===== src/rtl/seq_mult_datapath.sv =====
// Shift-and-add datapath for the sequential multiplier: latches operands on
// one_shot, accumulates one partial product per cycle, registers the result on ready.
module seq_mult_datapath #(
   parameter int unsigned WIDTH  = 8,
   parameter bit          SIGNED = 1'b0
) (
   input  logic               clk,
   input  logic               reset,
   input  logic               one_shot,
   input  logic               first,
   input  logic               ready,
   input  logic [WIDTH-1:0]   multiplicand,
   input  logic [WIDTH-1:0]   multiplier,
   output logic [2*WIDTH-1:0] product,
   output logic               product_valid,
   output logic               seq_error
);

   localparam int unsigned    CW       = $clog2(WIDTH + 1);
   localparam logic [CW-1:0]  CNT_DONE = CW'(WIDTH);

   logic [2*WIDTH-1:0] a_reg;
   logic [2*WIDTH-1:0] acc;
   logic [WIDTH-1:0]   b_reg;
   logic [CW-1:0]      cnt;
   logic               loaded;
   logic               sign;

   logic               do_step;
   logic               do_latch;
   logic               err_now;

   // -2^(WIDTH-1) negates to itself, which reads correctly as an unsigned magnitude.
   function automatic logic [WIDTH-1:0] magnitude(input logic [WIDTH-1:0] v);
      if (SIGNED && v[WIDTH-1]) begin
         return -v;
      end
      return v;
   endfunction

   always_comb begin
      do_step  = 1'b0;
      do_latch = 1'b0;
      err_now  = 1'b0;
      if (!one_shot) begin
         do_step  = loaded && ((first && (cnt == '0)) ||
                               ((cnt != '0) && (cnt < CNT_DONE)));
         do_latch = ready && !product_valid && (cnt == CNT_DONE);
      end
      if (first && (!loaded || (cnt != '0))) begin
         err_now = 1'b1;
      end
      if (ready && loaded && (cnt != CNT_DONE)) begin
         err_now = 1'b1;
      end
      if (one_shot && first) begin
         err_now = 1'b1;
      end
   end

   always_ff @(posedge clk or negedge reset) begin
      if (!reset) begin
         a_reg         <= '0;
         b_reg         <= '0;
         acc           <= '0;
         cnt           <= '0;
         loaded        <= 1'b0;
         sign          <= 1'b0;
         product       <= '0;
         product_valid <= 1'b0;
         seq_error     <= 1'b0;
      end else begin
         if (err_now) begin
            seq_error <= 1'b1;
         end
         if (one_shot) begin
            a_reg         <= {{WIDTH{1'b0}}, magnitude(multiplicand)};
            b_reg         <= magnitude(multiplier);
            acc           <= '0;
            cnt           <= '0;
            loaded        <= 1'b1;
            sign          <= SIGNED ? (multiplicand[WIDTH-1] ^ multiplier[WIDTH-1]) : 1'b0;
            product_valid <= 1'b0;
         end else begin
            if (do_step) begin
               if (b_reg[0]) begin
                  acc <= acc + a_reg;
               end
               a_reg <= a_reg << 1;
               b_reg <= b_reg >> 1;
               cnt   <= cnt + 1'b1;
            end
            if (do_latch) begin
               product       <= sign ? -acc : acc;
               product_valid <= 1'b1;
               loaded        <= 1'b0;
            end else if (!ready) begin
               product_valid <= 1'b0;
            end
         end
      end
   end

endmodule

===== config.mk =====
export PLATFORM = sky130hd
export DESIGN_NAME = seq_mult_datapath
export DESIGN_NICKNAME = d
export VERILOG_FILES = /design/src/rtl/seq_mult_datapath.sv
export SDC_FILE = /design/constraint.sdc
export NUM_CORES = 1
export LEC_CHECK = 0
export BUFFER_PORTS_ARGS = -buffer_cell sky130_fd_sc_hd__buf_2
export CAP_MARGIN = 20
export CORE_UTILIZATION = 35
export CTS_BUF_LIST = sky130_fd_sc_hd__clkbuf_4 sky130_fd_sc_hd__clkbuf_8 sky130_fd_sc_hd__clkbuf_16
export CTS_CLUSTER_SIZE = 12
export DETAILED_ROUTE_END_ITERATION = 10
export SLEW_MARGIN = 20
export SYNTH_ARGS = -nofsm -noshare
export SYNTH_HDL_FRONTEND = slang
export SYNTH_SLANG_ARGS = --single-unit

===== constraint.sdc =====
create_clock -name clk -period 2.8 [get_ports clk]
set_input_delay 0.28 -clock clk [delete_from_list [all_inputs] [get_ports clk]]
set_output_delay 0.28 -clock clk [all_outputs]
set_load 0.01 [all_outputs]

* Yosys cells after proc, flatten, opt, wreduce, memory -nomap -nowiden
Cells that the tools add are included.
Widths: inputs -> output; s select.
** Word-level totals
- Bits in registers :: 63
- Input port bits :: 21
- Logic and storage cells :: 54
** Operators by class
- Add/sub/neg operators :: 2
- $lt $le $gt $ge :: 1
- Eq/ne operators :: 3
- Muxes and demuxes :: 19
- Bitwise gates (word level) :: 1
- Reduce and logical (&&, ||, !) cells :: 20
** Operators by type and width (number)
- $mux 16 :: 5
- $add 16x16->16 :: 1
- $mux 8 :: 2
- $mux 1 :: 10
- $logic_and 1x1->1 :: 9
- $mux 4 :: 2
- $reduce_bool 2->1 :: 3
- $add 4x1->4 const B :: 1
- $eq 4x4->1 const B :: 1
- $logic_not 4->1 :: 1
- $lt 4x4->1 const B :: 1
- $ne 4x4->1 const B :: 1
- $reduce_and 2->1 :: 2
- $reduce_bool 4->1 :: 1
- $ne 3x2->1 const B :: 1
- $logic_not 1->1 :: 2
- $logic_or 1x1->1 :: 2
- $not 1->1 :: 1

* Logic depth before layout (Yosys ltp)
Gate-level depths: netlist of the first run.
- Depth after elaboration :: 7
- Gate-level depth with buffers :: 10
- Mapped depth without buffers :: 9

* Least setup slack after synthesis of the first run
OpenSTA, ideal clock, no wires.
- Path type :: register to register
- From :: reg a_reg[0]
- To :: reg acc[8]
- Library setup time :: 0.104 ns
- Arrival time :: 2.105 ns
- Path slack :: 0.591 ns
- Stages on the path, launching flop included :: 10
- Path buffers :: 0
- Period minus slack after synthesis :: 2.209 ns
- Path through :: dfrtp_1 > ha_1 > inv_1 > fa_1 > nor2b_1 > o211ai_1 > a21boi_0 > o211ai_1 > a2111o_1 > o311ai_1
** Between the ends
- Cells in the longest elaborated chain, start to end :: 4
** Ends and longest elaborated chain
- from (decl) :: RTL line 22 : logic [2*WIDTH-1:0] a_reg;
- from (signal assigned) :: RTL line 77 : a_reg <= {{WIDTH{1'b0}}, magnitude(multiplicand)};
- from (signal assigned) :: RTL line 89 : a_reg <= a_reg << 1;
- $add 16x16->16 :: RTL line 87 : acc <= acc + a_reg;
- $mux 16 :: RTL line 86 : if (b_reg[0]) begin
- $mux 16 :: RTL line 85 : if (do_step) begin
- $mux 16 :: RTL line 76 : if (one_shot) begin
- to (signal assigned) :: RTL line 87
- to (decl) :: RTL line 23 : logic [2*WIDTH-1:0] acc;
No other way between the ends. The select of a mux whose other input is x is not followed.
A chain may end at the register's enable or synchronous reset.

* Worst setup path in the final report of the first run
Same ends and word-level chain as after synthesis.

==> flow_summary.ini, run 1 <==
[critical_path]
slowest_delay_ns = 0.43
setup.worst_path.class = register to register
crit_path_start_kind = register
endpoint_kind = register
slowest_stage = a2111o_1
crit_arrival_ns = 2.70
worstPathCellList = ha_1 > inv_1 > fa_1 > nor2b_1 > o211ai_1 > a21boi_0 > o211ai_1 > a2111o_1 > o311ai_1
crit_path_max_fanout = 3
critPathMostFrequentCell = o211ai_1
timing.critical_path.required_ns = 3.05

[power_and_ir_drop]
p_leak_nw = 1.87
intPower_mw = 1.79
power_frac_seq_pct = 41.0
max_rail_drop_vdd_v = 0.000340
comb_power_share_pct = 28.9
clock_power_share_pct = 30.1
power_density_nw_per_um2 = 700
p_switching_uw = 921
netSwitchingFraction_pct = 33.9

[floorplanning]
die_h_um = 99.7
core.rowCount = 35
floorplan.core_area_um2 = 9240
initial_core_util_pct = 36.1
dieArea_um2 = 9930
boundaryPins = 39
floorplan.die.width_um = 99.7

[sta]
fin_ws_ns = 0.356
worst_slew_pin_slew_ns = 0.847
timing_hold_violations_final = 0
maxSlewViolCount = 0
tns_ns = 0
hold_ws_ns = 0.0800
grt_setup_unrepaired = false
timing.fmax_ghz = 0.409
worst_slew_margin_rel_pct = 43.6
timing.clock.skew_ns = 0.0144
setup_viol_count_final = 0
finalCritPeriodShare_pct = 87.3
final.min_clock_period_ns = 2.44

[grt]
grt_max_degree = 64
grt_usage_pct = 16.0
number_of_antenna_violations_at_the_first_check_in_global_routing = 0
gr-total-overflow = 0
grt_first_pass_wirelength_mm = 12.2
first_global_vias = 2508

[clock_tree]
clock_tree.root_cell = clkbuf_8
cts_buffer_depth = 2
cts_made_buffers = 9
cts_tree = done
postCtsHoldBufs = 0
worst_setup_hold_path_clk_slew_ns = 0.08
cts_resized = 0
h-tree-depth = 3
clock_sinks = 63
clk_latency_ns = 0.36
cts_setup_buffers = 0

[flow_run]
cap_violations = 0

[drt]
drc_errors = 0
detail-route-antenna-nets = 0
postRouteWirelength_mm = 7.05
routed-via-count = 2513
count_of_tritonroute_iterations_in_the_first_routing_pass = 6
drt_iter0_drc = 142
wl_per_cell_um = 13.8
drt-vias-per-instance = 4.94

[synthesis]
synth.lib_cells_used.distinct = 55
main_combinational_cell_family_by_area_after_synthesis = compound AO/OA/AOI/OAI gates
yosys.area_share.simple_pct = 15.1
netlist_area_um2 = 3340
mappedNetlistNets = 376
yosysWarnings = 0
synth_top_area_share_pct = 47.2
synth_edf_count = 0
asyncSetResetFlopFracSynth_pct = 100
netlist_top_cells_area = dfrtp_1 (47%), nand2_1 (6.5%), ha_1 (6.4%), mux2_2 (5.1%), mux2i_1 (4.2%)
yosys.area_share.xor_xnor_pct = 1.57
synth_seq_area_share_pct = 47.2
synth-compound-area-share_pct = 16.4
syn-instance-count = 337
synthMuxAreaShare_pct = 9.26
synth-adder-area-share_pct = 6.97
postSynthAreaPerCell_um2 = 9.91
synth.largest_area_cell = dfrtp_1
postSynthRegisterBits = 63
synth-main-ff-cell = dfrtp_1

[placement]
detailedPlacementHpwl_mm = 4.78
port-buffer-count = 38
routabilityCongestion = 0.825
dp_slack_ns = 0.401

[finish]
final.fill_count = 916
layout-area-overhead-vs-synth_pct = 16.1
insertedDiodeCount = 0
layout_cells_sized_above_1_pct = 22.1
multi_input_comb_area_um2 = 1640
final_net_count = 415
final_core_util_pct = 41.9
total_area_of_sequential_cells_um2 = 1580

[run_status]
status = finished clean

[hold_path]
worstHoldPathType = input port to async pin
stage by stage:
| stage | cells | total power, mW | area (um2) |
|---|---|---|---|
| 6_report | 509 | 2.71 | 3870 |
| 5_1_grt | 509 | 2.89 | 3870 |
| 4_1_cts | 509 | 2.75 | 3870 |
| 3_5_place_dp | 494 | 1.91 | 3670 |
| 3_3_place_gp | 494 | 1.90 | 3670 |
| 2_1_floorplan | 337 | 1.70 | 3340 |
final cells by class:
cell class | count | area share (%)
multi-input cells | 244 | 42.4
flip-flops and latches | 63 | 40.7
repair buffers | 45 | 6.26
well taps | 129 | 4.17
clock buffers | 12 | 4.10
inverters | 13 | 1.26
clock inverters | 3 | 1.10
worst paths after layout:
kind                               start          to  slack, ns  cells past startpoint
min in group clk           multiplier[0]    b_reg[0]       0.14                      3
max in group asynchronous          reset     acc[13]       2.15                      2
max reg2reg                     a_reg[0]      acc[8]       0.36                      9
min reg2reg                    seq_error   seq_error       0.47                      2
min                                reset  product[3]       0.08                      2
max                             a_reg[0]      acc[8]       0.36                      9
power by group through the flow:
stage / logic (mW) / clock network, mW / registers [mW]
2_1_floorplan: 0.600 / 0 / 1.10
3_3_place_gp: 0.778 / 0 / 1.13
3_5_place_dp: 0.785 / 0 / 1.13
4_1_cts: 0.787 / 0.847 / 1.11
5_1_grt: 0.883 / 0.880 / 1.13
6_report: 0.784 / 0.817 / 1.11
layout by cell type, fill, tap and decap left out, drive strengths merged, types with 2 or more instances in the layout:
cell type | synthesis | routed
nor2b | 4 | 4
and3 | 3 | 3
o21ai | 21 | 21
nand2 | 59 | 59
xor2 | 2 | 2
a41oi | 2 | 2
and4 | 3 | 3
inv | 13 | 13
mux2 | 15 | 15
nor3 | 5 | 5
a21o | 3 | 3
dfrtp | 63 | 63
buf | 7 | 45
nand3 | 10 | 10
o311ai | 2 | 2
mux2i | 14 | 14
or4 | 2 | 2
xnor2 | 4 | 4
o31ai | 2 | 2
clkbuf | 10 | 12
o21a | 2 | 2
and2 | 3 | 3
a21oi | 27 | 27
a31oi | 5 | 5
o211ai | 4 | 4
a211oi | 2 | 2
a21boi | 3 | 3
o21bai | 2 | 2
nor4 | 2 | 2
ha | 17 | 17
nor2 | 11 | 11
cells by family after synthesis:
| logic type | count (synthesis) |
|---|---|
| buf+inv | 30 |
| mux | 29 |
| compound gates | 83 |
| flops | 63 |
| fa+ha+maj | 18 |
| xor+xnor | 6 |
| simple gates | 108 |
synth_stat cells, drive strengths merged (7+ instances only):
cell / number
nand2: 59
mux2: 15
ha: 17
buf: 7
inv: 13
a21oi: 27
clkbuf: 10
nor2: 11
mux2i: 14
dfrtp: 63
nand3: 10
o21ai: 21
routing by layer:
layer	track usage [%]	up-vias	wire, um
met5	0	-	0
li1	-	1273	-
met4	7.01	0	131
met1	20.8	1187	3440
met3	3.94	13	269
met2	25.1	40	3210
worst max-delay path: cells and delay by family, from the launching register on:
kind / cells / cell delay (ns)
buffers and inverters: 1 / 0.05
DFF: 1 / 0.37
adders and majority gates: 2 / 0.54
and+or+nand+nor: 1 / 0.20
AOI/OAI and AO/OA: 5 / 1.17
Power figures use the tool's default switching activity.
==> run 2, diff against run 1 <==
CTS_BUF_LIST = sky130_fd_sc_hd__clkbuf_4   (was sky130_fd_sc_hd__clkbuf_4 sky130_fd_sc_hd__clkbuf_8 sky130_fd_sc_hd__clkbuf_16)
==> run 2 against run 1 <==
Effect of this change:
- final area shrank 2.0%
- clock power is 27% lower
- core utilization is 0.83 points lower
- worst setup slack lost 0.015 ns
- register-to-register slack got worse by 0.02 ns
- sequential power hardly changed
- die area unchanged
- critical path type unchanged
- critical endpoint unchanged
==> flow_summary.ini, run 2 (synthesis gave the netlist of run 1 again) <==
[power_and_ir_drop]
netSwitchingFraction_pct = 35.9
max_rail_drop_vdd_v = 0.000260
p_switching_uw = 894
p_leak_nw = 1.83
intPower_mw = 1.60
power_frac_seq_pct = 44.6
power_density_nw_per_um2 = 656
comb_power_share_pct = 31.4
clock_power_share_pct = 24.0
finalPower_mw = 2.49

[critical_path]
path_buf_inv = 1
endpoint_kind = register
worst_r2r_end = acc[8]
regToRegSetupSlack_ns = 0.34
crit_arrival_ns = 2.78
worstRegToRegCells = 9
crit_path_start_kind = register
crit_path_max_fanout = 3
timing.critical_path.required_ns = 3.12
path_depth = 9
slowest_stage = a2111o_1
critPathLaunch = acc[0]
worstPathCellList = ha_1 > inv_1 > fa_1 > nor2b_1 > o211ai_1 > a21boi_0 > o211ai_1 > a2111o_1 > o311ai_1
reg_to_reg_critical_path_startpoint = acc[0]
setup.worst_path.class = register to register
slowest_delay_ns = 0.43
critPathMostFrequentCell = o211ai_1
worstSetupEndpoint = acc[8]
critical-path-top-delay-family = compound AO/OA/AOI/OAI gates

[clock_tree]
h-tree-depth = 3
cts_setup_buffers = 0
clock_tree.root_cell = clkbuf_4
cts_made_buffers = 9
cts_tree = done
clk_latency_ns = 0.41
clock_sinks = 63
cts_buffer_depth = 2
postCtsHoldBufs = 0
cts_resized = 0
worst_setup_hold_path_clk_slew_ns = 0.11

[floorplanning]
floorplan.die.width_um = 99.7
dieArea_um2 = 9930
die_h_um = 99.7
boundaryPins = 39
floorplan.core_area_um2 = 9240
initial_core_util_pct = 36.1
core.rowCount = 35

[grt]
first_global_vias = 2533
number_of_antenna_violations_at_the_first_check_in_global_routing = 0
grt_max_degree = 64
grt_usage_pct = 15.8
grt_first_pass_wirelength_mm = 12.2
gr-total-overflow = 0

[finish]
layout_cells_sized_above_1_pct = 21.6
insertedDiodeCount = 0
layout-area-overhead-vs-synth_pct = 13.8
final.fill_count = 929
layout_common_cells = dfrtp_1 (63), nand2_1 (58), buf_2 (38), a21oi_1 (25), o21ai_0 (20)
layout_commonest_cell = dfrtp_1
final_net_count = 415
final_cells = 509

[sta]
timing.clock.skew_ns = 0.0202
finalCritPeriodShare_pct = 87.8
timing.fmax_ghz = 0.407
grt_setup_unrepaired = false
maxSlewViolCount = 0
fin_ws_ns = 0.341
setup_viol_count_final = 0
final.min_clock_period_ns = 2.46
worst_slew_margin_rel_pct = 43.3
hold_ws_ns = 0.0208
tns_ns = 0
worst_slew_pin_slew_ns = 0.850
timing_hold_violations_final = 0

[placement]
detailedPlacementHpwl_mm = 4.78
routabilityCongestion = 0.825
dp_slack_ns = 0.401
place.detailed.instances = 494
port-buffer-count = 38

[run_status]
status = finished clean

[hold_path]
worstHoldPathType = input port to async pin

[drt]
count_of_tritonroute_iterations_in_the_first_routing_pass = 5
wl_per_cell_um = 13.7
drt-vias-per-instance = 4.93
drt_iter0_drc = 138
postRouteWirelength_mm = 6.99
detail-route-antenna-nets = 0
drc_errors = 0
routed-via-count = 2511

[flow_run]
cap_violations = 0
[run 2: cell count changes in the layout (fill, tap and decap cells not counted)]
cell	delta
clkbuf_4	+9
clkbuf_8	-11
clkinv_1	+2
[run 2: worst min-delay path by stage]
stage | slack, ns | cells past startpoint | end | from
finish | 0.02 | 2 | product[3] | reset
global route | 0.03 | 3 | b_reg[6] | multiplier[6]
CTS | 0.04 | 3 | a_reg[2] | multiplicand[2]
detailed placement | 0.46 | 2 | seq_error | seq_error
global placement | 0.45 | 2 | seq_error | seq_error
floorplan | -0.02 | 0 | a_reg[0] | reset
[run 2: power by group through the flow]
stage          Combinational [mW]  Clock [mW]  Sequential [mW]
2_1_floorplan               0.600           0             1.10
3_3_place_gp                0.778           0             1.13
3_5_place_dp                0.785           0             1.13
4_1_cts                     0.788       0.623             1.11
5_1_grt                     0.884       0.662             1.13
6_report                    0.784       0.598             1.11
[run 2: final cells by class]
cell class                      count  area (um2)  share of cell area, %
Clock buffer                       10        75.1                   1.98
Clock inverter                      5        50.0                   1.32
Inverter                           13        48.8                   1.28
Multi-Input combinational cell    244        1640                   43.3
Sequential cell                    63        1580                   41.5
Tap cell                          129         161                   4.25
Timing Repair Buffer               45         243                   6.39
[run 2: layer usage]
layer / GRT usage (%) / vias to the layer above / wire length [um]
li1: - / 1274 / -
met1: 20.6 / 1195 / 3420
met2: 25.5 / 32 / 3240
met3: 3.72 / 10 / 215
met4: 6.33 / 0 / 112
met5: 0 / - / 0
[run 2: worst register-to-register path: stages (launching register included)]
cell and delay [ns]:
dfrtp_1 0.39, ha_1 0.17, inv_1 0.05, fa_1 0.37, nor2b_1 0.20, o211ai_1 0.18
a21boi_0 0.35, o211ai_1 0.15, a2111o_1 0.43, o311ai_1 0.08
[run 2: metrics by stage]
stage / utilization [%] / cell area (um2)
6_report: 41.1 / 3800
5_1_grt: 41.1 / 3800
4_1_cts: 41.1 / 3800
3_5_place_dp: 39.8 / 3670
3_3_place_gp: 39.8 / 3670
2_1_floorplan: - / 3340
